### config.mk
export PLATFORM = sky130hd
export DESIGN_NAME = dipswitch_ctrl
export DESIGN_NICKNAME = d
export VERILOG_FILES = /design/src/rtl/dipswitch_ctrl.sv
export SDC_FILE = /design/constraint.sdc
export NUM_CORES = 1
export LEC_CHECK = 0
export BUFFER_PORTS_ARGS = -buffer_cell sky130_fd_sc_hd__buf_2
export CAP_MARGIN = 20
export CORE_ASPECT_RATIO = 0.5
export CORE_UTILIZATION = 45
export CTS_BUF_LIST = sky130_fd_sc_hd__clkbuf_8 sky130_fd_sc_hd__clkbuf_16
export CTS_CLUSTER_SIZE = 28
export DETAILED_ROUTE_END_ITERATION = 12
export PLACE_DENSITY = 0.7
export SKIP_LAST_GASP = 1
export SLEW_MARGIN = 25
export SYNTH_ARGS = -nofsm -noshare
export SYNTH_HDL_FRONTEND = slang
export SYNTH_SLANG_ARGS = --single-unit
### constraint.sdc
create_clock -name clk -period 28.9 [get_ports clk]
set_input_delay 1.445 -clock clk [delete_from_list [all_inputs] [get_ports clk]]
set_output_delay 1.445 -clock clk [all_outputs]
set_load 0.02 [all_outputs]
### src/rtl/dipswitch_ctrl.sv
// Debounced DIP-switch bank: per-group 2-flop synchroniser and debounce filter,
// sticky change flags, interrupt-enable mask and a level interrupt.
module dipswitch_ctrl #(
  parameter int NUM_GROUPS = 8,
  parameter int DB_CYCLES  = 20000,
  parameter int CNT_W      = 16
) (
  input  logic                    clk,
  input  logic                    reset,
  input  logic [6:2]              Addr,
  input  logic                    WE,
  input  logic [31:0]             WD,
  output logic [31:0]             RD,
  input  logic [8*NUM_GROUPS-1:0] dip_switch,
  output logic                    irq
);
  localparam int W = 8 * NUM_GROUPS;
  localparam logic [CNT_W-1:0] CNT_LAST = CNT_W'(DB_CYCLES - 1);

  logic [W-1:0]          r_sync1;
  logic [W-1:0]          r_sample;
  logic [W-1:0]          r_last;
  logic [W-1:0]          w_stable;
  logic [NUM_GROUPS-1:0] w_commit;
  logic [NUM_GROUPS-1:0] w_clr;
  logic [NUM_GROUPS-1:0] r_chg;
  logic [NUM_GROUPS-1:0] r_ie;
  logic [255:0]          w_data_pad;
  logic [31:0]           w_chg_pad;
  logic [31:0]           w_ie_pad;
  logic                  w_unused_wd;

  always_ff @(posedge clk or posedge reset) begin
    if (reset) begin
      r_sync1  <= '0;
      r_sample <= '0;
      r_last   <= '0;
    end else begin
      r_sync1  <= dip_switch;
      r_sample <= r_sync1;
      r_last   <= r_sample;
    end
  end

  genvar gi;
  generate
    for (gi = 0; gi < NUM_GROUPS; gi++) begin : g_grp
      logic [CNT_W-1:0] r_cnt;
      logic [7:0]       r_stable;
      logic [7:0]       w_s;
      logic             w_steady;

      assign w_s      = r_sample[8*gi +: 8];
      // counting only while the sample holds and differs from the accepted value
      assign w_steady = (w_s == r_last[8*gi +: 8]) && (w_s != r_stable);
      assign w_commit[gi] = w_steady && (r_cnt == CNT_LAST);
      assign w_stable[8*gi +: 8] = r_stable;

      always_ff @(posedge clk or posedge reset) begin
        if (reset) begin
          r_cnt    <= '0;
          r_stable <= '0;
        end else if (!w_steady) begin
          r_cnt <= '0;
        end else if (r_cnt == CNT_LAST) begin
          r_stable <= w_s;
          r_cnt    <= '0;
        end else begin
          r_cnt <= r_cnt + CNT_W'(1);
        end
      end
    end
  endgenerate

  assign w_clr = (WE && (Addr == 5'd30)) ? WD[NUM_GROUPS-1:0] : '0;

  // a commit on the same edge as a W1C keeps the flag set
  always_ff @(posedge clk or posedge reset) begin
    if (reset) begin
      r_chg <= '0;
      r_ie  <= '0;
    end else begin
      r_chg <= (r_chg & ~w_clr) | w_commit;
      if (WE && (Addr == 5'd31)) begin
        r_ie <= WD[NUM_GROUPS-1:0];
      end
    end
  end

  always_comb begin
    w_data_pad                  = '0;
    w_data_pad[W-1:0]           = w_stable;
    w_chg_pad                   = '0;
    w_chg_pad[NUM_GROUPS-1:0]   = r_chg;
    w_ie_pad                    = '0;
    w_ie_pad[NUM_GROUPS-1:0]    = r_ie;
  end

  always_comb begin
    RD = '0;
    if (Addr[6:5] == 2'b00) begin
      RD = w_data_pad[{Addr[4:2], 5'b00000} +: 32];
    end else if (Addr == 5'd30) begin
      RD = w_chg_pad;
    end else if (Addr == 5'd31) begin
      RD = w_ie_pad;
    end
  end

  assign irq = |(r_chg & r_ie);

  assign w_unused_wd = &{1'b0, WD};
endmodule
==> qor.yml <==
route.met3.wl_microns: 867
arrival_ns: 3.06
area_growth_pct: 15.1
dp.cells: 1821
die_h_microns: 135
first_iter_violations: 545
final_cells: 1889
synth_cells: 1247
synthTopCellsByArea: "dfrtp_1 63%, xor2_1 6.9%, xnor2_1 6.3%, nor2_1 4.3%, mux2_2 3.2%"
path_clk_slew_ns: 0.06
port_buffers: 112
cts-root-buf: "clkbuf_16"
place_hpwl_microns: 20300
whs_ns: 0.346
numCtsBuffers: 36
numClockSinks: 400
max_freq_mhz: 222
grt_pass1_vias: 9907
synth_top_area_cell: "dfrtp_1"
ys_ff_latch: 400
fp-row-count: 48
yosys_warnings: 0
clockBufferDepth: 3
dr_total_vias: 9395
worstSetupPathType: "in -> out"
reg2reg_from: "r_sample[51]"
postCtsSetupBuffers: 0
first_pass_iters: 5
gp_congestion: 0.819
wl_per_cell_microns: 15.6
setup_viol: 0
hold_buffers: 0
reg2reg_depth: 5
dr_wl_met2_microns: 15500
cp-startpoint: "Addr[2]"
cp-endpoint: "RD[6]"
finalCritPeriodShare: 0.156
initial_core_util: 0.459
finalClockSkew_ns: 0.0173
cts_tree: "yes"
r2r_end: "g_grp[6].r_stable[3]"
power.density_mw_per_mm2: 61.6
hold_path_class: "reg -> reg"
fin_util: 0.529
drive_gt1_frac: 0.184
crit_required_ns: 27.45
grt_use_total: 0.168
grt_max_degree: 114
core-area_sq_mm: 0.0346
startpoint_type: "input port"
tightestPinTransition_ns: 0.849
fin_total_pwr_mw: 1.13
r2r_slack_ns: 26.69
drv_slew: 0
cp_max_fo: 35
drt-met1-wl_microns: 12600
power_leakage_nw: 8.06
synthesis.nets: 1359
drc: 0
cts_resized: 0
htreeDepth: 2
status: "finished, final reports clean"
die_area_sq_mm: 0.0361
hold_viol_final: 0
routed.top_layer: "met4"
via_per_inst: 4.97
clk-insertion-delay-late_ns: 0.53
wl_microns: 29400
critPathCaptureType: "output pin"
vdd_drop_max_v: 0.0000365
final.min_clock_period_ns: 4.50
yosysSeqAreaShare: 0.630
ys_types: 42
ant_nets: 0
synth_top_area_share: 0.630
io_pins: 137
fin_nets: 1497
die_width_microns: 268
gr-total-overflow: 0
rsz0062_at_grt: "no"
grt_pass1_wl_microns: 48900
postSynthAreaPerCell_sq_um: 12.7
tns_ns: 0
relSlewSlack: 0.434
drv_cap: 0
grt_antenna_before_repair: 3
syn_area_sq_mm: 0.0159
cells by family (layout without fill, tap and decap cells):
logic type                 Yosys count  in the layout  synth area share
AOI/OAI and AO/OA                   33             33            0.0150
other                                0              3                 0
buffers and inverters               39            203            0.0111
DFF                                400            400             0.630
adders and majority gates            8              8           0.00630
xor gates and xnor gates           240            240             0.132
and+or+nand+nor                    423            423             0.128
muxes                              104            104            0.0769
Yosys cell counts:
| master | count |
|---|---|
| dfrtp_1 | 400 |
| nor2_1 | 183 |
| xor2_1 | 126 |
| xnor2_1 | 114 |
| nand2_1 | 63 |
| nand4_1 | 47 |
| mux2_2 | 45 |
| nand3_1 | 35 |
| mux2i_1 | 32 |
| nor4_1 | 27 |
| mux2_4 | 24 |
| inv_1 | 20 |
| nor3_1 | 15 |
| and3_1 | 14 |
| a22oi_1 | 12 |
| ha_1 | 8 |
| o21ai_0 | 8 |
| clkbuf_1 | 7 |
| nand2b_1 | 7 |
| o211ai_1 | 7 |
| buf_2 | 6 |
| a21o_1 | 4 |
| nor2_2 | 4 |
| nor4_2 | 4 |
| nor4b_1 | 4 |
| and2_1 | 3 |
| buf_1 | 3 |
| buf_6 | 3 |
| mux2_1 | 3 |
| nand4b_1 | 3 |
| or2_1 | 3 |
| or4b_1 | 3 |
| a211oi_2 | 1 |
| and4_1 | 1 |
| nand2_2 | 1 |
| nand3_2 | 1 |
| nor2_4 | 1 |
| nor3b_2 | 1 |
| o31ai_2 | 1 |
| or2_2 | 1 |
| or3_1 | 1 |
| or4_1 | 1 |
worst max-delay path, stage by stage:
cell and delay [ns]:
buf_2 0.08, buf_4 0.53, nor2_1 0.32, a22oi_1 0.34
o21ai_0 0.15, buf_2 0.19
worst min path at each step:
stage / from / endpoint / cells past startpoint
finish: r_sync1[20] / r_sample[20] / 0
floorplan: r_sync1[0] / r_sample[0] / 0
global route: r_sync1[19] / r_sample[19] / 0
CTS: r_sync1[6] / r_sample[6] / 0
global placement: r_sync1[19] / r_sample[19] / 0
detailed placement: r_sync1[10] / r_sample[10] / 0
state kept, by name (all words and copies together) (netlist names):
name and flops:
g_grp.r_cnt 128, r_sync1 64, g_grp.r_stable 64, r_last 64
r_sample 64, r_chg 8, r_ie 8
layer usage:
metal | global-route usage | vias to the layer above
met3 | 0.0319 | 36
met5 | 0 | -
li1 | - | 4472
met2 | 0.296 | 90
met4 | 0.0527 | 0
met1 | 0.210 | 4797
through the flow:
step | instance area, sq um | setup slack [ns]
after global routing | 18300 | 24.25
after detailed placement | 17000 | 23.97
after global placement | 17000 | 24.12
after CTS | 18200 | 24.38
final | 18300 | 24.40
after floorplan | 15900 | 16.33
cell usage in the layout (no fill, tap or decap), drive strengths merged, types with 31 or more instances in the layout:
cell	instances
dfrtp	400
nor2	188
xor2	126
buf	119
xnor2	114
mux2	72
nand2	64
nand4	47
clkbuf	43
nand3	36
mux2i	32
inv	32
nor4	31
cell type report:
cell class	count	area, sq um
antenna	3	7.51
fill	2943	16300
inverter	20	82.6
clock buffer	43	1010
multi-input combinational	808	5710
tap	475	594
sequential	400	10000
timing repair buffer	119	629
clock inverter	21	241
power by group:
group / internal [mW] / switching (mW) / total (mW)
Clock: 0.295 / 0.202 / 0.497
Combinational: 0.0162 / 0.0230 / 0.0392
Sequential: 0.577 / 0.0129 / 0.590
Total: 0.888 / 0.238 / 1.13
(Power assumes the default switching activity.)
